===== config.mk =====
export PLATFORM = sky130hd
export DESIGN_NAME = delay_timer_ctrl_flat
export DESIGN_NICKNAME = d
export VERILOG_FILES = /design/src/rtl/delay_timer_if.sv /design/src/rtl/delay_timer_ctrl.sv /design/src/flat_wrapper.sv
export SDC_FILE = /design/constraint.sdc
export NUM_CORES = 1
export LEC_CHECK = 0
export BUFFER_PORTS_ARGS = -buffer_cell sky130_fd_sc_hd__buf_2
export CORE_MARGIN = 1
export CORE_UTILIZATION = 60
export DETAILED_ROUTE_END_ITERATION = 12
export PLACE_DENSITY_LB_ADDON = 0.25
export SYNTH_ARGS = -nofsm -noshare
export SYNTH_HDL_FRONTEND = slang
export SYNTH_SLANG_ARGS = --single-unit

===== constraint.sdc =====
create_clock -name clk -period 6.52 [get_ports clk]
set_input_delay 0.978 -clock clk [delete_from_list [all_inputs] [get_ports clk]]
set_output_delay 0.978 -clock clk [all_outputs]
set_load 0.01 [all_outputs]

===== src/rtl/delay_timer_if.sv =====
// Serial command / status bundle between the timer controller and its user.
interface delay_timer_if #(
  parameter int DELAY_W = 4
) ();
  logic               data;
  logic               ack;
  logic               shift_ena;
  logic               counting;
  logic               done;
  logic [DELAY_W-1:0] count;

  modport master (
    output data, ack,
    input  shift_ena, counting, done, count
  );

  modport slave (
    input  data, ack,
    output shift_ena, counting, done, count
  );
endinterface


===== src/rtl/delay_timer_ctrl.sv =====
// One-shot timer: finds PATTERN on the serial stream, shifts in a delay,
// counts (delay+1)*UNIT_CYCLES clocks, then holds done until ack.
module delay_timer_ctrl #(
  parameter int         DELAY_W     = 4,
  parameter int         UNIT_CYCLES = 1000,
  parameter logic [3:0] PATTERN     = 4'b1101
) (
  input  logic          clk,
  input  logic          reset_n,
  delay_timer_if.slave  bus
);

  localparam int SUB_W = $clog2(UNIT_CYCLES);
  localparam int SH_W  = (DELAY_W > 1) ? $clog2(DELAY_W) : 1;

  localparam logic [SUB_W-1:0]   SUB_LOAD = SUB_W'(UNIT_CYCLES - 1);
  localparam logic [SUB_W-1:0]   SUB_ONE  = {{(SUB_W-1){1'b0}}, 1'b1};
  localparam logic [SUB_W-1:0]   SUB_ZERO = '0;
  localparam logic [DELAY_W-1:0] CNT_ONE  = {{(DELAY_W-1){1'b0}}, 1'b1};
  localparam logic [DELAY_W-1:0] CNT_ZERO = '0;
  localparam logic [SH_W-1:0]    SH_LAST  = SH_W'(DELAY_W - 1);
  localparam logic [SH_W-1:0]    SH_ONE   = {{(SH_W-1){1'b0}}, 1'b1};

  typedef enum logic [1:0] {
    SEARCH = 2'd0,
    SHIFT  = 2'd1,
    COUNT  = 2'd2,
    DONE   = 2'd3
  } state_t;

  state_t             state_reg, state_next;
  logic [2:0]         hist_reg;
  logic [SH_W-1:0]    shift_cnt_reg;
  logic [SUB_W-1:0]   sub_reg;
  logic [DELAY_W-1:0] count_reg;

  logic match;
  logic shift_last;
  logic unit_end;
  logic shift_ena_dec, counting_dec, done_dec;

  // The match includes the bit sampled on the current edge.
  assign match      = ({hist_reg, bus.data} == PATTERN);
  assign shift_last = (shift_cnt_reg == SH_LAST);
  assign unit_end   = (sub_reg == SUB_ZERO);

  always_ff @(posedge clk or negedge reset_n) begin
    if (!reset_n) begin
      state_reg <= SEARCH;
    end else begin
      state_reg <= state_next;
    end
  end

  always_comb begin
    state_next    = state_reg;
    shift_ena_dec = 1'b0;
    counting_dec  = 1'b0;
    done_dec      = 1'b0;
    case (state_reg)
      SEARCH: begin
        if (match) state_next = SHIFT;
      end
      SHIFT: begin
        shift_ena_dec = 1'b1;
        if (shift_last) state_next = COUNT;
      end
      COUNT: begin
        counting_dec = 1'b1;
        if (unit_end && (count_reg == CNT_ZERO)) state_next = DONE;
      end
      DONE: begin
        done_dec = 1'b1;
        if (bus.ack) state_next = SEARCH;
      end
      default: state_next = SEARCH;
    endcase
  end

  // History is held at zero outside SEARCH so every re-entry starts clean.
  always_ff @(posedge clk or negedge reset_n) begin
    if (!reset_n) begin
      hist_reg      <= 3'b000;
      shift_cnt_reg <= '0;
      sub_reg       <= '0;
      count_reg     <= '0;
    end else begin
      case (state_reg)
        SEARCH: begin
          hist_reg      <= {hist_reg[1:0], bus.data};
          shift_cnt_reg <= '0;
        end
        SHIFT: begin
          hist_reg      <= 3'b000;
          count_reg     <= {count_reg[DELAY_W-2:0], bus.data};
          shift_cnt_reg <= shift_cnt_reg + SH_ONE;
          if (shift_last) sub_reg <= SUB_LOAD;
        end
        COUNT: begin
          hist_reg <= 3'b000;
          if (!unit_end) begin
            sub_reg <= sub_reg - SUB_ONE;
          end else if (count_reg != CNT_ZERO) begin
            count_reg <= count_reg - CNT_ONE;
            sub_reg   <= SUB_LOAD;
          end
        end
        DONE: begin
          hist_reg <= 3'b000;
        end
        default: begin
          hist_reg <= 3'b000;
        end
      endcase
    end
  end

  assign bus.shift_ena = shift_ena_dec;
  assign bus.counting  = counting_dec;
  assign bus.done      = done_dec;
  assign bus.count     = count_reg;

endmodule


===== src/flat_wrapper.sv =====
// flat-port wrapper written by rule: the top's interface ports become plain ports
module delay_timer_ctrl_flat 
#(
  parameter int         DELAY_W     = 4,
  parameter int         UNIT_CYCLES = 1000,
  parameter logic [3:0] PATTERN     = 4'b1101
)
  (clk, reset_n, bus_data, bus_ack, bus_shift_ena, bus_counting, bus_done, bus_count);
  delay_timer_if #(.DELAY_W(DELAY_W)) bus_i ();
  input  logic clk;
  input  logic reset_n;
  input wire logic [$bits(bus_i.data)-1:0] bus_data;
  input wire logic [$bits(bus_i.ack)-1:0] bus_ack;
  output wire logic [$bits(bus_i.shift_ena)-1:0] bus_shift_ena;
  output wire logic [$bits(bus_i.counting)-1:0] bus_counting;
  output wire logic [$bits(bus_i.done)-1:0] bus_done;
  output wire logic [$bits(bus_i.count)-1:0] bus_count;
  assign bus_i.data = bus_data;
  assign bus_i.ack = bus_ack;
  assign bus_shift_ena = bus_i.shift_ena;
  assign bus_counting = bus_i.counting;
  assign bus_done = bus_i.done;
  assign bus_count = bus_i.count;
  delay_timer_ctrl #(.DELAY_W(DELAY_W), .UNIT_CYCLES(UNIT_CYCLES), .PATTERN(PATTERN)) u_core (.clk(clk), .reset_n(reset_n), .bus(bus_i));
endmodule

# Yosys cells after proc, flatten, opt, wreduce, memory -nomap -nowiden
# Index checks and enable logic that the tools add are counted.
[totals]
regBits = 21
in_bits = 4
out_inout_bits = 7
word_cells = 48
[classes]
n_addsub = 3
eq_ne = 12
mux = 17
reduce_logical = 11
[op_table]
columns = ["op", "n"]
rows = [
  ["$mux W10", 3],
  ["$pmux W10 S2", 1],
  ["$logic_not A10 Y1", 1],
  ["$ne A2 B1 Y1 const B", 5],
  ["$sub A10 B1 Y10 const B", 1],
  ["$mux W2", 4],
  ["$mux W4", 2],
  ["$pmux W2 S4", 1],
  ["$pmux W4 S2", 1],
  ["$eq A2 B2 Y1 const B", 3],
  ["$pmux W3 S2", 1],
  ["$reduce_and A3 Y1", 2],
  ["$eq A4 B4 Y1 const B", 1],
  ["$logic_not A4 Y1", 1],
  ["$pmux W2 S2", 1],
  ["$reduce_and A4 Y1", 1],
  ["$reduce_bool A2 Y1", 2],
  ["$reduce_bool A4 Y1", 1],
  ["$sub A4 B1 Y4 const B", 1],
  ["$mux W1", 3],
  ["$ne A3 B3 Y1 const B", 1],
  ["$reduce_or A3 Y1", 1],
  ["$add A2 B1 Y2 const B", 1],
  ["$eq A2 B1 Y1 const B", 1],
  ["3 further kinds", 3],
]

# Logic depth before layout (Yosys ltp)
# Gate-level depths: netlist of run 1.
[depth]
ltp_word = 4
mapped_depth = 7
ltp_nobuf = 7

# Worst setup path after synthesis of run 1
# Ideal clock, no wire load.
[synth_timing]
path_type = "reg2reg"
startpoint = "register u_core.sub_reg[4]"
endpoint = "register u_core.state_reg[1]"
setup_time_ps = 125
arrival_ps = 1977
required_time_ps = 6395
path_slack_ps = 4418
path_stages_with_launch = 7
n_path_buf = 1
period_less_slack_ps = 2102
cell_sequence = "dfrtp_1 -> or4_1 -> buf_2 -> nor3_4 -> nand2_1 -> a221o_1 -> mux2_4"
[synth_between]
elab_chain_len = 4
[synth_rtl]
columns = ["element", "line_no", "text"]
rows = [
  ["start, declared", "delay_timer_ctrl.sv:34", "logic [SUB_W-1:0] sub_reg;"],
  ["start signal, assigned", "delay_timer_ctrl.sv:102", "sub_reg <= sub_reg - SUB_ONE;"],
  ["$logic_not A10 Y1", "delay_timer_ctrl.sv:45", "assign unit_end = (sub_reg == SUB_ZERO);"],
  ["$logic_and A1 B1 Y1", "delay_timer_ctrl.sv:70", "if (unit_end && (count_reg == CNT_ZERO)) state_next = DONE;"],
  ["$ne A2 B1 Y1 (no source line)", "n/a", ""],
  ["$reduce_and A4 Y1 (no source line)", "n/a", ""],
  ["end signal, assigned", "delay_timer_ctrl.sv:51", "state_reg <= state_next;"],
  ["end, declared", "delay_timer_ctrl.sv:31", "state_t state_reg, state_next;"],
]
# Every way passes these cells.
# A chain may end at the register's enable or synchronous reset.

# Final worst setup path of run 1
[layout_timing]
startpoint = "register u_core.state_reg[0]"
endpoint = "output bus_counting"
[layout_between]
elab_chain_len = 2
[layout_rtl]
columns = ["element", "line_no", "text"]
rows = [
  ["$eq A2 B2 Y1", "delay_timer_ctrl.sv:60", "case (state_reg)"],
  ["$mux W1", "delay_timer_ctrl.sv:60", ""],
  ["end, declared", "flat_wrapper.sv:15", "output wire logic [$bits(bus_i.counting)-1:0] bus_counting;"],
]
# Every way passes these cells.

==> metrics.cfg, run 1 <==
[floorplan]
start_util = 0.667
num_io_pins = 11
die_y_um = 46.5
core_area_mm2 = 0.00178
die_w_um = 46.5
fp-row-count = 15
die-area_mm2 = 0.00216

[logic_synthesis]
synth_top_cells_by_area = dfrtp_1, ha_1, a21oi_1, o21ai_0, inv_1
syn_avg_cell_area_um2 = 9.59
synth-seq-cells = 21
synth_nets = 136
ys_warn_count = 0
synthDistinctLibCells = 34
synth_top_cell_by_area = dfrtp_1
synth_top_area_share = 0.442
synth_area_mm2 = 0.00119
ys_seq_area_frac = 0.442
synth_edf_count = 0
synth_common_cells = dfrtp_1, a21oi_1, inv_1
yosys_most_used_dff = dfrtp_1
syn_inst = 124
async_flop_share = 1.00
yosysMostFrequentCell = dfrtp_1

[detailed_routing]
top_layer_used = met4
firstDrtPassIters = 4
viasPerCell = 5.94
drc = 0
vias = 951
final_antenna_net_count = 0
routed-wl-met2_mm = 1.15
drt_iter0_markers = 28
wl_met3_um = 74
finalWirelength_mm = 2.28
wl_per_cell_um = 14.2
wl_met1_mm = 1.03

[timing]
slew-limit-headroom = 0.532
grt_setup_unrepaired = false
tightest_slew_ps = 699
period_share = 0.379
finalHoldViolCount = 0
finalSetupViolCount = 0
tns_ps = 0
worst_hold_slack_ps = 489
skew_ps = 1.76
min_period_ps = 2470
fmax_mhz = 405
finalMaxSlewViolations = 0

[global_route]
antenna_found_initial = 0
gr-usage-all-layers = 0.259
grt_max_degree = 22
grt_pass1_vias = 888
grt_overflow = 0
grt_pass1_wl_mm = 3.95

[clock_tree]
htreeDepth = 1
cts_setup_buffers = 0
cts_sinks = 21
ctsResizeCount = 0
cts_made_buffers = 3
cts_max_path_buffers = 2
clock_latency_ps = 290
tritoncts = built
clkTransAtPathRegs_ps = 110
clock-root-buffer = clkbuf_4
cts_hold_buf = 0

[layout]
areaGrowthSynthToFinish_pct = 8.00
drive_above_1_share = 0.163
design_area_mm2 = 0.00128
largest_reg_flops = 10
fin_nets = 148
fin_util = 0.720
final_cell_count_no_fill = 160
diodes = 0

[worst_setup_path]
regToRegEndpoint = u_core.sub_reg[7]$_DFFE_PN0P_
rr_startpoint = u_core.sub_reg[4]$_DFFE_PN0P_
r2r_cells = 5
critPathLaunch = u_core.state_reg[0]$_DFFE_PN0P_
reg2reg_slack_ps = 4150
path_max_fanout = 12
critPathArrivalTime_ps = 1490
cp_data_required_time_ps = 5540
crit_path_end_kind = primary output
setup.worst_path.end = bus_counting
worstSetupPathType = flip-flop to primary output
critPathLaunchType = flip-flop

[placed_design]
place_inst = 156
place_congestion = 0.793
dp_hpwl_mm = 1.75
portBuffers = 10
placed_area_mm2 = 0.00126

[flow_run]
max_cap_viol_count = 0

[power_and_ir_drop]
ir_drop_uv = 115
leakagePower_nw = 0.593
power.density_mw_per_mm2 = 158

[run_status]
status = finished, final reports clean

[worst_hold_path]
hold_class = flip-flop to flip-flop

## power breakdown
group / internal [mW] / switching, mW / total [mW] / leakage [nW]
Combinational: 0.00325 / 0.00574 / 0.00899 / 0.334
Sequential: 0.131 / 0.00193 / 0.133 / 0.244
Clock: 0.0238 / 0.0362 / 0.0600 / 0.0150
Total: 0.158 / 0.0439 / 0.202 / 0.593
## cell families (layout without fill, tap and decap cells)
logic type      after synthesis  count (layout)  share of synthesized area
buf+inv                      13              24                     0.0421
compound gates               33              33                      0.160
simple gates                 44              44                      0.227
xor+xnor                      3               3                     0.0221
flops                        21              21                      0.442
mux                           2               2                     0.0221
fa+ha+maj                     8               8                     0.0842
## layout by cell type (no fill, tap or decap), types with 4 or more instances in the layout
master and instances:
nor2_1 5, o21ai_0 8, or2_2 4, buf_2 10, a31oi_1 4, inv_1 10
dfrtp_1 21, a21oi_1 13, nand2_1 9, ha_1 8, nor3_1 5
## layout make-up
| type | count | area (um^2) |
|---|---|---|
| Multi-Input combinational cell | 90 | 613 |
| Inverter | 10 | 37.5 |
| Clock buffer | 4 | 26.3 |
| Fill cell | 144 | 499 |
| Sequential cell | 21 | 526 |
| Tap cell | 25 | 31.3 |
| Timing Repair Buffer | 10 | 50.0 |
## layer usage
| metal | GRT usage | vias to the layer above |
|---|---|---|
| li1 | - | 468 |
| met1 | 0.334 | 458 |
| met3 | 0.0275 | 4 |
| met5 | 0 | - |
| met4 | 0.124 | 0 |
| met2 | 0.428 | 21 |
## stage by stage
step                      setup WS [ps]  total power, mW
after floorplan                    4420            0.139
after global placement             4230            0.145
after detailed placement           4170            0.145
after CTS                          4080            0.205
after global routing               3970            0.212
final                              4050            0.202
## how the worst min path moves through the flow
stage                                       start  cells after the start                       endpoint  slack (ps)
floorplan           u_core.sub_reg[7]$_DFFE_PN0P_                      1  u_core.sub_reg[7]$_DFFE_PN0P_         440
global placement    u_core.sub_reg[7]$_DFFE_PN0P_                      1  u_core.sub_reg[7]$_DFFE_PN0P_         470
detailed placement  u_core.sub_reg[7]$_DFFE_PN0P_                      1  u_core.sub_reg[7]$_DFFE_PN0P_         470
CTS                 u_core.sub_reg[7]$_DFFE_PN0P_                      1  u_core.sub_reg[7]$_DFFE_PN0P_         480
global route        u_core.sub_reg[7]$_DFFE_PN0P_                      1  u_core.sub_reg[7]$_DFFE_PN0P_         500
finish              u_core.sub_reg[7]$_DFFE_PN0P_                      1  u_core.sub_reg[7]$_DFFE_PN0P_         490
## worst max-delay path, stage by stage (launching register included)
cell,delay [ps]
dfrtp_1,420
inv_1,110
ha_1,450
buf_2,220
(Power assumes the default switching activity.)
==> run 2: changes to the inputs <==
--- a/config.mk
+++ b/config.mk
@@ -7,7 +7,7 @@
 export LEC_CHECK = 0
 export BUFFER_PORTS_ARGS = -buffer_cell sky130_fd_sc_hd__buf_2
 export CORE_MARGIN = 1
-export CORE_UTILIZATION = 60
+export CORE_UTILIZATION = 57
 export DETAILED_ROUTE_END_ITERATION = 12
 export PLACE_DENSITY_LB_ADDON = 0.25
 export SYNTH_ARGS = -nofsm -noshare
==> constraint.sdc (replaced) <==
create_clock -name clk -period 2.4 [get_ports clk]
set_input_delay 0.36 -clock clk [delete_from_list [all_inputs] [get_ports clk]]
set_output_delay 0.36 -clock clk [all_outputs]
set_load 0.01 [all_outputs]
==> run 2 against run 1 <==
Net effect:
- the run now ends with hold timing left
- register-to-register slack lost 4000 ps
- cell count rose by 6.3%
- highest routed layer unchanged
- critical path depth rose by 2
- via count is 3.2% higher
- die area increased by 5.0%
- global-route usage decreased by 3.9 points
- first-iteration DRC count decreased by 14%
- final area rose by 4.9%
- hold slack lost 500 ps
- sequential share of layout area fell by 1.9 points
- critical path type is now flip-flop to flip-flop
- utilization down 3.4 points
==> metrics.cfg, run 2 (same netlist as run 1, synthesis figures left out) <==
[detailed_routing]
wl_per_cell_um = 13.1
vias = 981
drc = 0
finalWirelength_mm = 2.23
firstDrtPassIters = 4
viasPerCell = 5.77
drt_iter0_markers = 24
final_antenna_net_count = 0

[floorplan]
die-area_mm2 = 0.00227
die_y_um = 47.7
die_w_um = 47.7
fp-row-count = 16
core_area_mm2 = 0.00196
num_io_pins = 11
start_util = 0.606

[layout]
diodes = 0
design_area_mm2 = 0.00135
areaGrowthSynthToFinish_pct = 13.3
final_cell_mix = dfrtp_1, a21oi_1, inv_1, buf_2, nand2_1
final_common_cell = dfrtp_1
seq_area_um2 = 526
multi_input_area_um2 = 613
fillers = 167
drive_above_1_share = 0.210
final_cell_count_no_fill = 170
fin_util = 0.686
largest_reg_flops = 10
fin_nets = 156

[clock_tree]
cts_max_path_buffers = 2
clock_latency_ps = 300
clkTransAtPathRegs_ps = 110
cts_setup_buffers = 0
htreeDepth = 1
cts_hold_buf = 0
clock-root-buffer = clkbuf_4
cts_sinks = 21
ctsResizeCount = 0
tritoncts = built
cts_made_buffers = 3

[timing]
tightest_slew_ps = 681
finalMaxSlewViolations = 0
grt_setup_unrepaired = false
setup_ws_ps = 132
skew_ps = 6.51
min_period_ps = 2270
fmax_mhz = 441
worst_hold_slack_ps = -11.5
finalSetupViolCount = 0
slew-limit-headroom = 0.544
period_share = 0.945
finalHoldViolCount = 15
tns_ps = 0

[placed_design]
dp_hpwl_mm = 1.62
place_congestion = 0.767
portBuffers = 10
place_inst = 163
pre_cts_ws_ps = 159
placed_area_mm2 = 0.00130

[worst_setup_path]
cp_cell_sequence = or4_1 -> nor3_4 -> nand2_1 -> a221o_1 -> mux2_4
path_max_fanout = 6
regToRegEndpoint = u_core.state_reg[1]$_DFFE_PN0P_
critPathLaunchType = flip-flop
max_stage_delay_ps = 700
critPathArrivalTime_ps = 2460
cp_data_required_time_ps = 2600
r2r_cells = 5
reg2reg_slack_ps = 130
crit_path_end_kind = flip-flop
slowest_stage = or4_1
rr_startpoint = u_core.sub_reg[4]$_DFFE_PN0P_
worstSetupPathType = flip-flop to flip-flop

[global_route]
grt_overflow = 0
grt_pass1_wl_mm = 3.42
grt_max_degree = 22
gr-usage-all-layers = 0.220
antenna_found_initial = 0
grt_pass1_vias = 794

[run_status]
violations = hold timing
status = finished, violations left

[power_and_ir_drop]
power.total_mw = 0.551
leakagePower_nw = 0.634
power.density_mw_per_mm2 = 409
ir_drop_uv = 394

[worst_hold_path]
hold_class = primary input to async pin

[flow_run]
max_cap_viol_count = 0

run 2: per-layer routing:
| layer | GRT usage | vias to the layer above | part of all wire |
|---|---|---|---|
| li1 | - | 488 | - |
| met5 | 0 | - | 0 |
| met4 | 0.0833 | 0 | 0.0058 |
| met2 | 0.334 | 26 | 0.47 |
| met3 | 0.0453 | 2 | 0.040 |
| met1 | 0.310 | 465 | 0.49 |
run 2: worst max path at each step:
stage / startpoint / endpoint / slack (ps)
final: u_core.sub_reg[4]$_DFFE_PN0P_ / u_core.state_reg[1]$_DFFE_PN0P_ / 130
after global routing: u_core.sub_reg[4]$_DFFE_PN0P_ / u_core.sub_reg[4]$_DFFE_PN0P_ / 10
after CTS: u_core.sub_reg[4]$_DFFE_PN0P_ / u_core.state_reg[1]$_DFFE_PN0P_ / 150
after detailed placement: u_core.sub_reg[4]$_DFFE_PN0P_ / u_core.state_reg[1]$_DFFE_PN0P_ / 160
after global placement: u_core.sub_reg[4]$_DFFE_PN0P_ / u_core.state_reg[1]$_DFFE_PN0P_ / 200
after floorplan: u_core.sub_reg[4]$_DFFE_PN0P_ / u_core.state_reg[1]$_DFFE_PN0P_ / 300
run 2: cell type report:
type | instances | area share
clock buffers | 4 | 0.0195
inverters | 10 | 0.0279
multi-input cells | 90 | 0.455
flip-flops and latches | 21 | 0.390
well taps | 27 | 0.0251
repair buffers | 18 | 0.0818
run 2: critical path: cells and delay by family (launching register included):
kind | cells | cell delay [ps]
AO/OA/AOI/OAI | 1 | 340
multiplexers | 1 | 300
flip-flops | 1 | 440
AND/OR/NAND/NOR | 3 | 1090
run 2: power by group:
part	internal [mW]	switching [mW]	total (mW)
registers	0.357	0.00517	0.362
clock network	0.0647	0.0985	0.163
logic	0.00949	0.0157	0.0252
total	0.431	0.119	0.551
